===== config.mk =====
export PLATFORM = sky130hd
export DESIGN_NAME = xs3_digit_collector_flat
export DESIGN_NICKNAME = d
export VERILOG_FILES = /design/src/rtl/xs3_digit_collector_if.sv /design/src/rtl/xs3_digit_collector.sv /design/src/flat_wrapper.sv
export SDC_FILE = /design/constraint.sdc
export NUM_CORES = 1
export LEC_CHECK = 0
export CAP_MARGIN = 30
export CORE_ASPECT_RATIO = 0.6
export CORE_MARGIN = 2
export CORE_UTILIZATION = 35
export CTS_BUF_LIST = sky130_fd_sc_hd__clkbuf_2 sky130_fd_sc_hd__clkbuf_4 sky130_fd_sc_hd__clkbuf_8
export DETAILED_ROUTE_END_ITERATION = 10
export GPL_ROUTABILITY_DRIVEN = 1
export GPL_TIMING_DRIVEN = 0
export PLACE_DENSITY_LB_ADDON = 0.05
export RECOVER_POWER = 100
export SLEW_MARGIN = 20
export SYNTH_ARGS = -nofsm -noshare
export SYNTH_HDL_FRONTEND = slang
export SYNTH_SLANG_ARGS = --single-unit

===== constraint.sdc =====
create_clock -name clk -period 2 [get_ports clk]
set_input_delay 0.4 -clock clk [delete_from_list [all_inputs] [get_ports clk]]
set_output_delay 0.4 -clock clk [all_outputs]
set_load 0.1 [all_outputs]

===== src/rtl/xs3_digit_collector_if.sv =====
// Handshake bundle for xs3_digit_collector.
//   in/in_valid/in_ready    : excess-3 digit stream from the upstream encoder
//   out/out_valid/out_ready : assembled packed-BCD word to the downstream consumer
//   err/err_cnt             : illegal-code pulse and saturating illegal-code count
// master = upstream/downstream environment, slave = the collector itself.
interface xs3_digit_collector_if #(
    parameter int unsigned NDIG = 4
);
    localparam int unsigned W = 4 * NDIG;

    logic [3:0]   in;
    logic         in_valid;
    logic         in_ready;
    logic [W-1:0] out;
    logic         out_valid;
    logic         out_ready;
    logic         err;
    logic [7:0]   err_cnt;

    modport master (
        output in, in_valid, out_ready,
        input  in_ready, out, out_valid, err, err_cnt
    );

    modport slave (
        input  in, in_valid, out_ready,
        output in_ready, out, out_valid, err, err_cnt
    );
endinterface


===== src/rtl/xs3_digit_collector.sv =====
// Collects NDIG excess-3 digits into one packed-BCD word (first digit in the
// most significant nibble), then holds the word until the consumer takes it.
// Illegal codes flush the partial word, pulse err and bump a saturating count.
// Ports:
//   clk   : clock, all state on rising edge
//   rst_n : synchronous active-low reset
//   bus   : xs3_digit_collector_if slave (in/in_valid/in_ready,
//           out/out_valid/out_ready, err, err_cnt)
module xs3_digit_collector #(
    parameter int unsigned NDIG = 4
) (
    input logic                  clk,
    input logic                  rst_n,
    xs3_digit_collector_if.slave bus
);
    localparam int unsigned W  = 4 * NDIG;
    localparam int unsigned CW = 4;

    typedef enum logic {
        S_COLLECT = 1'b0,
        S_HOLD    = 1'b1
    } state_e;

    state_e          state_q, state_d;
    logic [W-1:0]    shreg_q, shreg_d;
    logic [CW-1:0]   cnt_q, cnt_d;
    logic            err_q, err_d;
    logic [7:0]      err_cnt_q, err_cnt_d;
    logic            in_ready_q, in_ready_d;
    logic            out_valid_q, out_valid_d;

    logic            accept_c;
    logic            legal_c;
    logic [3:0]      digit_c;

    // in_ready_q is only high in COLLECT, so accept can never coincide with release
    assign accept_c = bus.in_valid && in_ready_q;
    assign legal_c  = (bus.in >= 4'd3) && (bus.in <= 4'd12);
    assign digit_c  = bus.in - 4'd3;

    // Next-state and registered-output logic
    always_comb begin
        state_d     = state_q;
        shreg_d     = shreg_q;
        cnt_d       = cnt_q;
        err_d       = 1'b0;
        err_cnt_d   = err_cnt_q;

        unique case (state_q)
            S_COLLECT: begin
                if (accept_c) begin
                    if (legal_c) begin
                        // shift form also covers NDIG=1 where the slice would be empty
                        shreg_d = (shreg_q << 4) | W'(digit_c);
                        cnt_d   = cnt_q + CW'(1);
                        if (cnt_q == CW'(NDIG - 1)) begin
                            state_d = S_HOLD;
                        end
                    end else begin
                        err_d   = 1'b1;
                        shreg_d = '0;
                        cnt_d   = '0;
                        if (err_cnt_q != 8'hFF) begin
                            err_cnt_d = err_cnt_q + 8'd1;
                        end
                    end
                end
            end
            S_HOLD: begin
                if (bus.out_ready) begin
                    state_d = S_COLLECT;
                    shreg_d = '0;
                    cnt_d   = '0;
                end
            end
            default: begin
                state_d = S_COLLECT;
            end
        endcase

        in_ready_d  = (state_d == S_COLLECT);
        out_valid_d = (state_d == S_HOLD);
    end

    // State register with synchronous reset
    always_ff @(posedge clk) begin
        if (!rst_n) begin
            state_q     <= S_COLLECT;
            shreg_q     <= '0;
            cnt_q       <= '0;
            err_q       <= 1'b0;
            err_cnt_q   <= '0;
            in_ready_q  <= 1'b1;
            out_valid_q <= 1'b0;
        end else begin
            state_q     <= state_d;
            shreg_q     <= shreg_d;
            cnt_q       <= cnt_d;
            err_q       <= err_d;
            err_cnt_q   <= err_cnt_d;
            in_ready_q  <= in_ready_d;
            out_valid_q <= out_valid_d;
        end
    end

    assign bus.in_ready  = in_ready_q;
    assign bus.out       = shreg_q;
    assign bus.out_valid = out_valid_q;
    assign bus.err       = err_q;
    assign bus.err_cnt   = err_cnt_q;
endmodule


===== src/flat_wrapper.sv =====
// flat-port wrapper written by rule: the top's interface ports become plain ports
module xs3_digit_collector_flat 
#(
    parameter int unsigned NDIG = 4
)
  (clk, rst_n, bus_in, bus_in_valid, bus_out_ready, bus_in_ready, bus_out, bus_out_valid, bus_err, bus_err_cnt);
  xs3_digit_collector_if #(.NDIG(NDIG)) bus_i ();
  input logic clk;
  input logic rst_n;
  input wire logic [$bits(bus_i.in)-1:0] bus_in;
  input wire logic [$bits(bus_i.in_valid)-1:0] bus_in_valid;
  input wire logic [$bits(bus_i.out_ready)-1:0] bus_out_ready;
  output wire logic [$bits(bus_i.in_ready)-1:0] bus_in_ready;
  output wire logic [$bits(bus_i.out)-1:0] bus_out;
  output wire logic [$bits(bus_i.out_valid)-1:0] bus_out_valid;
  output wire logic [$bits(bus_i.err)-1:0] bus_err;
  output wire logic [$bits(bus_i.err_cnt)-1:0] bus_err_cnt;
  assign bus_i.in = bus_in;
  assign bus_i.in_valid = bus_in_valid;
  assign bus_i.out_ready = bus_out_ready;
  assign bus_in_ready = bus_i.in_ready;
  assign bus_out = bus_i.out;
  assign bus_out_valid = bus_i.out_valid;
  assign bus_err = bus_i.err;
  assign bus_err_cnt = bus_i.err_cnt;
  xs3_digit_collector #(.NDIG(NDIG)) u_core (.clk(clk), .rst_n(rst_n), .bus(bus_i));
endmodule

# After elaboration in Yosys (flattened, before gate mapping)
# Index checks and enable logic that the tools add are counted.
[totals] ff_bits=31 inputBits=8 out_inout_bits=27
[op_classes] addsub=3 magnitude_cmp=2 n_eq_ne=4 n_mux=14 bitwise_logic=6 reduce_logical=5
[op_table] operator="16-bit 2-to-1 mux" count=3
[op_table] operator="16-bit one-hot mux with 2 select lines" count=1
[op_table] operator="16-bit by 4-bit bitwise OR with 16-bit output" count=1
[op_table] operator="4-bit 2-to-1 mux" count=3
[op_table] operator="8-bit by 1-bit adder with 8-bit output, second input constant" count=1
[op_table] operator="8-bit != test, second input constant" count=1
[op_table] operator="4-bit one-hot mux with 2 select lines" count=1
[op_table] operator="1-bit 2-to-1 mux" count=5
[op_table] operator="1-bit inverter" count=5
[op_table] operator="4-bit by 1-bit adder with 4-bit output, second input constant" count=1
[op_table] operator="4-bit by 2-bit equality test with 1-bit output, second input constant" count=1
[op_table] operator="4-bit by 2-bit >= comparator with 1-bit output, second input constant" count=1
[op_table] operator="4-bit less-or-equal comparator, second input constant" count=1
[op_table] operator="4-bit AND reduction" count=1
[op_table] operator="4-bit by 2-bit subtractor with 4-bit output, second input constant" count=1
[op_table] operator="3-bit OR reduction" count=1
[op_table] operator="1-bit logical AND" count=2
[op_table] operator="2-bit by 1-bit != test with 1-bit output, second input constant" count=1
[op_table] operator="2-bit != test, second input constant" count=1
[op_table] operator="1-bit one-hot mux with 2 select lines" count=1
[op_table] operator="2-bit AND reduction" count=1

# Depth between registers and ports, before layout
# Gate-level depths: netlist of run 1.
[depth] word_depth=6 mapped_depth=7 mapped_depth_nobuf=6

# Least setup slack after synthesis of run 1
# Ideal clock, no wire load.
[synth_path] kind="reg-to-reg" startpoint="register u_core.err_cnt_q[1], in the netlist u_core.bus.err_cnt[1]" endpoint="register u_core.err_cnt_q[3], in the netlist u_core.bus.err_cnt[3]" arrival_ns=2.109 setup_slack_ns=-0.241 path_stages_with_launch=7 n_path_buf=1 synth_period_minus_slack_ns=2.241 path_cell_list="dfxtp_1 > ha_1 > nand2_1 > nor3_1 > clkbuf_1 > or4_1 > a21oi_1"
[synth_via] elab_chain_cells=2 elab_cells_between_ends=3 classes_between="add/sub: 1; eq/ne: 1; reduce/logical: 1"
[synth_rtl] item="start, declared" line="xs3_digit_collector.sv:28" text="logic [7:0] err_cnt_q, err_cnt_d;"
[synth_rtl] item="start signal, assigned" line="xs3_digit_collector.sv:100" text="err_cnt_q <= err_cnt_d;"
[synth_rtl] item="branches (longest 2 deep; another with 8-bit by 1-bit adder with 8-bit output)"
# Parallel ways; which one is timed is not known.
# A chain may end at the register's enable or synchronous reset.

# Worst setup path after layout of run 1
[layout_path] startpoint="register u_core.err_cnt_q[2], in the netlist u_core.bus.err_cnt[2]" endpoint="output bus_err_cnt[2]"
[layout_rtl] item="end, declared" line="flat_wrapper.sv:17" text="output wire logic [$bits(bus_i.err_cnt)-1:0] bus_err_cnt;"
# No word-level cell between the ends.

==> results of run 1 <==
## Yosys cell counts, drive strengths merged, types with 2 or more instances
master	number
o21ai	4
nor3	3
nand2b	2
inv	4
buf	2
o31ai	4
nor4	2
mux2i	2
or4	4
dfxtp	31
and3b	2
a21oi	7
nand3	4
a22oi	17
nor2	21
clkbuf	6
nand2	6
ha	4
## layer usage
| layer | vias up | global-route usage, % |
|---|---|---|
| li1 | 618 | - |
| met1 | 587 | 23.3 |
| met2 | 22 | 24.0 |
| met3 | 8 | 5.08 |
| met4 | 0 | 5.65 |
| met5 | - | 0 |
## area by class of cell
class,count,share of cell area [%]
Inverter,5,1.10
Clock buffer,8,6.09
Timing Repair Buffer,35,10.5
Sequential cell,31,37.0
Multi-Input combinational cell,101,39.7
Buffer,8,2.27
Tap cell,47,3.45
## power breakdown
group / leakage, uW / internal [uW] / switching (uW) / total (uW)
Sequential: 0.000254 / 631 / 11.9 / 642
Combinational: 0.000294 / 47.9 / 139 / 187
Clock: 0.0000549 / 327 / 222 / 549
## path summary, 6_finish.rpt
| check | from | end | slack [ns] | cells after the start |
|---|---|---|---|---|
| max reg2reg | u_core.bus.err_cnt[0] | u_core.bus.err_cnt[0] | 0.23 | 6 |
| min | rst_n | u_core.bus.in_ready | 0.46 | 2 |
| max | u_core.bus.err_cnt[2] | bus_err_cnt[2] | 0.05 | 1 |
| min reg2reg | u_core.cnt_q[3] | u_core.cnt_q[3] | 0.49 | 2 |
## through the flow
step,instances,TNS (ns)
final,235,0
after detailed placement,225,-7.38
after global placement,225,-6.81
after global routing,235,0
after CTS,235,0
after floorplan,145,0
## timing repair
action / in CTS / in global routing
setup endpoints to repair: 44 / 3
buffers inserted: 2 / 0
gates resized for setup: 33 / 2
pin swaps: 4 / 0
## cells in the final DEF (no fill, tap or decap), types with 2 or more instances in the layout
master and n:
inv_1 4, dfxtp_2 8, or4_1 4, nand2b_1 2, a22oi_1 17, clkdlybuf4s50_1 3, nand3_1 4, nand2_1 6
o31ai_1 4, mux2i_1 2, nor2_1 21, clkbuf_1 32, dfxtp_1 23, o21ai_0 2, dlygate4sd2_1 3, clkbuf_8 7
ha_1 4, nor3_1 2, a21oi_1 7
## flip-flops by register name, indices dropped and copies added (netlist names)
signal	flops
u_core.bus.err	1
u_core.bus.err_cnt	8
u_core.bus.in_ready	1
u_core.bus.out	16
u_core.cnt_q	4
u_core.state_q	1
## worst register-to-register path: stages, from the launching register on
cell and delay [ns]:
dfxtp_2 0.38, ha_1 0.27, nand2_1 0.10, nor3_1 0.20, clkbuf_1 0.40, o21ai_0 0.15, a21oi_1 0.17
## kinds of logic after synthesis
logic type      Yosys count  share of synthesized area [%]
simple gates             54                           23.1
compound gates           39                           20.0
flops                    31                           46.4
buf+inv                  13                           3.84
fa+ha+maj                 4                           3.75
xor+xnor                  2                           1.31
mux                       2                           1.50
==> metrics.txt, run 1 <==
total track usage 16.5%; worst path cell trace dlygate4sd2_1; synthesis warning total 0; total clock buffers created by CTS 5; top post-synthesis cells by area dfxtp_1 46%, a22oi_1 9.6%, nor2_1 5.9%; Inserted Diodes 0; post-synthesis cell area 1340 um^2; Slowest Stage Delay on Critical Path 0.87 ns; Site Rows 17; Layout Utilization 46.6%; fmax 512 MHz; DR DRC count 0; core area roughly 3700 um^2; WL per Instance 14.2 um; Final Critical Period 1.95 ns; worst path required time 1.60 ns; cell taking the most area after synthesis dfxtp_1; final-layout fill cell count 376; RSZ-0062 raised after global routing no; Hold Path Class primary input to flop; Worst setup SP type flop; Root Driver clkbuf_8; final worst-path cycle share between 90% and 100%; Layout area overhead 27.7%; largest net degree at the start of global routing 11; drt pass-1 iters 4; width of the die ~84 um; Seq. cell area 631 um^2; Top Ports 35; worst-margin pin slew about 1.2 ns; CTS tree yes; vias in the first global route 1153; final instance area 1710 um^2; fraction of layout cells with a size suffix above 1 13.8%; WL met2 between 1000 and 1500 um; iteration-0 DRC count of the detailed router 32; routed wire length 3340 um; Post-Syn Nets roughly 160; PD cells 808 nW/um^2; Yosys reg bits 31; number of buffers on the longest clock path 2; clk_lat worst skew 0.28 ns; worst path buffer plus inverter count 1; Die ar. 4340 um^2; vias 1235; WP data arrival approximately 1.6 ns; area occupied by multi-input gates 677 um^2; CP Max Fanout 8; Vias/cell roughly 5.3; ys flop type dfxtp_1; Slew HR 21.0%; H-Tree Depth 2; die height 51.9 um; Seq/Total Area, Yosys 46.4%; Port Buffers 33; initial antenna violation count 0; Total Nets Final 199; WS Path Type flop to output pin; Min Hold Slack about 0.46 ns; Overflow after GRT 0; syn_area_per_cell 9.22 um^2; Placed Area between 1500 and 2000 um^2; highest metal used met4; synth unique cells 42; wl on met1 between 1500 and 2000 um; cts hold-fix bufs 0; CTS sink count 31; top cell type's share of synthesized area 46.4%; total power around 1400 uW; Detail Route Antenna Nets 0; pre-CTS setup slack -0.460 ns; Initial Util 36.5%; post-DP HPWL 2390 um; Syn Inst Count 145; share of flip-flops with an asynchronous set or reset 0%; CP max-delay cell dlygate4sd2_1; clk slew on worst S/H paths around 0.060 ns; PnR worst setup slack 0.0468 ns; delay-heaviest family, CP buffers and inverters; crit path capture type output pin; maximum VDD drop 0.463 mV; met3 WL 157 um; status complete, no violations; first-pass GRT wire length 5530 um; GPL Wtd Cong roughly 0.78; fin. max-slew vios 0; Leakage Power approximately 0.0006 uW; Final setup viols 0; number of synthesized flops with an enable pin 0; max cap viols 0; final hold vios 0; Final Skew 0.00484 ns
No activity file was read; power rests on OpenSTA's default activity.
==> run 2: changes to the inputs <==
==> constraint.sdc (replaced) <==
create_clock -name clk -period 2 [get_ports clk]
set_input_delay 0.3 -clock clk [delete_from_list [all_inputs] [get_ports clk]]
set_output_delay 0.3 -clock clk [all_outputs]
set_load 0.1 [all_outputs]
==> run 2 against run 1 <==
Compared with the run above:
- register-to-register slack better by 0.03 ns
- non-clock buffer count rose by 1
- die area stayed put
- first-iteration DRC count grew 130%
- clock-buffer cell count unchanged
- critical path type unchanged
- highest routed layer unchanged
==> metrics.txt, run 2 (synthesis gave the netlist of run 1 again) <==
status complete, no violations (unchanged); hold depth 2 (unchanged); fraction of layout cells with a size suffix above 1 14.3% (was 13.8%); Die ar. 4340 um^2 (unchanged); path depth of the worst reg2reg path 6 (unchanged); iteration-0 DRC count of the detailed router 74 (was 32); delay-heaviest family, CP buffers and inverters (unchanged); worst path required time 1.70 ns (was 1.60 ns); worst path cell trace clkbuf_1 (was dlygate4sd2_1); Hold Path Class primary input to flop (unchanged); crit path capture type output pin (unchanged); post-DP HPWL 2390 um (unchanged); DR DRC count 0 (unchanged); CTS tree yes (unchanged); initial antenna violation count 0 (unchanged); Top Ports 35 (unchanged); WP data arrival 1.57 ns (was 1.55 ns); max cap viols 0 (unchanged); reg2reg setup slack 0.26 ns (was 0.23 ns); hold_sp rst_n (unchanged); drt pass-1 iters 4 (unchanged); die height 51.9 um (unchanged); Root Driver clkbuf_8 (unchanged); PnR worst setup slack 0.134 ns (was 0.0468 ns); Final Skew 0.00454 ns (was 0.00484 ns); Slew HR 21.0% (about the same); total track usage 16.4% (was 16.5%); vias in the first global route 1143 (was 1153); maximum VDD drop 0.463 mV (about the same); final hold vios 0 (unchanged); core area 3660 um^2 (unchanged); fin. max-slew vios 0 (unchanged); Final setup viols 0 (unchanged); Vias/cell 5.18 (was 5.26); CP max-delay cell clkbuf_1 (was dlygate4sd2_1); final instance area 1710 um^2 (about the same); Overflow after GRT 0 (unchanged); met3 WL 132 um (was 157 um); Initial Util 36.5% (unchanged); wl on met1 1740 um (was 1720 um); routed wire length 3370 um (was 3340 um); commonest non-fill, non-tap cell in the layout clkbuf_1 (unchanged); width of the die 83.8 um (unchanged); reg2reg start u_core.bus.err_cnt[0] (unchanged); worst-margin pin slew 1.19 ns (about the same); Detail Route Antenna Nets 0 (unchanged); highest metal used met4 (unchanged); H-Tree Depth 2 (unchanged); GPL Wtd Cong 0.784 (unchanged); PD cells 809 nW/um^2 (was 808 nW/um^2); Total Nets Final 200 (was 199); CP Max Fanout 8 (unchanged); clk slew on worst S/H paths 0.06 ns (about the same); first-pass GRT wire length 5470 um (was 5530 um); R2R Path End u_core.bus.err_cnt[3] (was u_core.bus.err_cnt[0]); commonest non-fill, non-tap cells in the layout 33 x clkbuf_1, 23 x dfxtp_1, 21 x nor2_1, 17 x a22oi_1, 8 x dfxtp_2 (was 32 x clkbuf_1, 23 x dfxtp_1, 21 x nor2_1, 17 x a22oi_1, 8 x dfxtp_2); Final Critical Period 1.87 ns (was 1.95 ns); clk_lat worst skew 0.28 ns (about the same); Worst setup SP type flop (unchanged); final worst-path cycle share 93.3% (was 97.7%); WL per Instance 14.3 um (was 14.2 um); Port Buffers 33 (unchanged); max FFs per register 16 (unchanged); Placed Area 1740 um^2 (unchanged); hold endpoint u_core.bus.in_ready (unchanged); RSZ-0062 raised after global routing no (unchanged); cts hold-fix bufs 0 (unchanged); WS Path Type flop to output pin (unchanged); CTS sink count 31 (unchanged); pre-CTS setup slack -0.360 ns (was -0.460 ns); largest net degree at the start of global routing 11 (unchanged); Layout area overhead 27.8% (was 27.7%); number of buffers on the longest clock path 2 (unchanged); total clock buffers created by CTS 5 (unchanged); worst path buffer plus inverter count 1 (unchanged); vias 1223 (was 1235); Leakage Power 0.000608 uW (was 0.000603 uW); WL met2 1470 um (was 1430 um); Slowest Stage Delay on Critical Path 0.88 ns (was 0.87 ns); final-layout fill cell count 378 (was 376); Site Rows 17 (unchanged); Inserted Diodes 0 (unchanged); fmax 536 MHz (was 512 MHz)
run 2: report_power, final:
| group | switching (uW) | internal (uW) | leakage (uW) |
|---|---|---|---|
| Combinational | 140 | 51.3 | 0.000299 |
| Clock | 221 | 327 | 0.0000549 |
| Sequential | 12.0 | 631 | 0.000254 |
| Total | 372 | 1010 | 0.000608 |
run 2: worst max path at each step:
stage / slack, ns / cells after the start / endpoint / startpoint
2_1_floorplan: 0.04 / 5 / u_core.bus.err_cnt[3] / u_core.bus.err_cnt[7]
3_3_place_gp: -0.30 / 8 / u_core.bus.err_cnt[0] / bus_in[0]
3_5_place_dp: -0.36 / 8 / u_core.bus.err_cnt[5] / bus_in[0]
4_1_cts: 0.0007 / 8 / u_core.bus.out[5] / bus_in[0]
5_1_grt: 0.06 / 6 / u_core.bus.err_cnt[5] / bus_in[2]
6_report: 0.13 / 1 / bus_err_cnt[2] / u_core.bus.err_cnt[2]
run 2: per-layer routing:
| metal | up-vias | global-route usage (%) |
|---|---|---|
| met5 | - | 0 |
| met4 | 0 | 5.65 |
| met3 | 8 | 5.08 |
| met2 | 18 | 23.9 |
| met1 | 577 | 23.0 |
| li1 | 620 | - |
run 2: area by class of cell:
| type | instances | area [um^2] | area share [%] |
|---|---|---|---|
| Inverter | 5 | 18.8 | 1.10 |
| Buffer | 8 | 38.8 | 2.27 |
| Sequential cell | 31 | 631 | 36.9 |
| Timing Repair Buffer | 36 | 189 | 11.1 |
| Tap cell | 47 | 58.8 | 3.44 |
| Multi-Input combinational cell | 101 | 668 | 39.1 |
| Clock buffer | 8 | 104 | 6.08 |
run 2: what timing repair did:
action / CTS / global route
setup buffers: 1 / 2
pin swaps: 0 / 2
resized for setup: 30 / 6
setup endpoints to repair: 29 / 16
run 2: metrics by stage:
stage / instances / total power (uW) / utilization [%] / TNS (ns) / hold slack (ns)
2_1_floorplan: 145 / 793 / - / 0 / 0.453
3_3_place_gp: 225 / 849 / 47.4 / -4.18 / 0.461
3_5_place_dp: 225 / 850 / 47.4 / -4.61 / 0.476
4_1_cts: 234 / 1400 / 50.0 / 0 / 0.363
5_1_grt: 236 / 1450 / 46.7 / 0 / 0.374
6_report: 236 / 1380 / 46.7 / 0 / 0.355
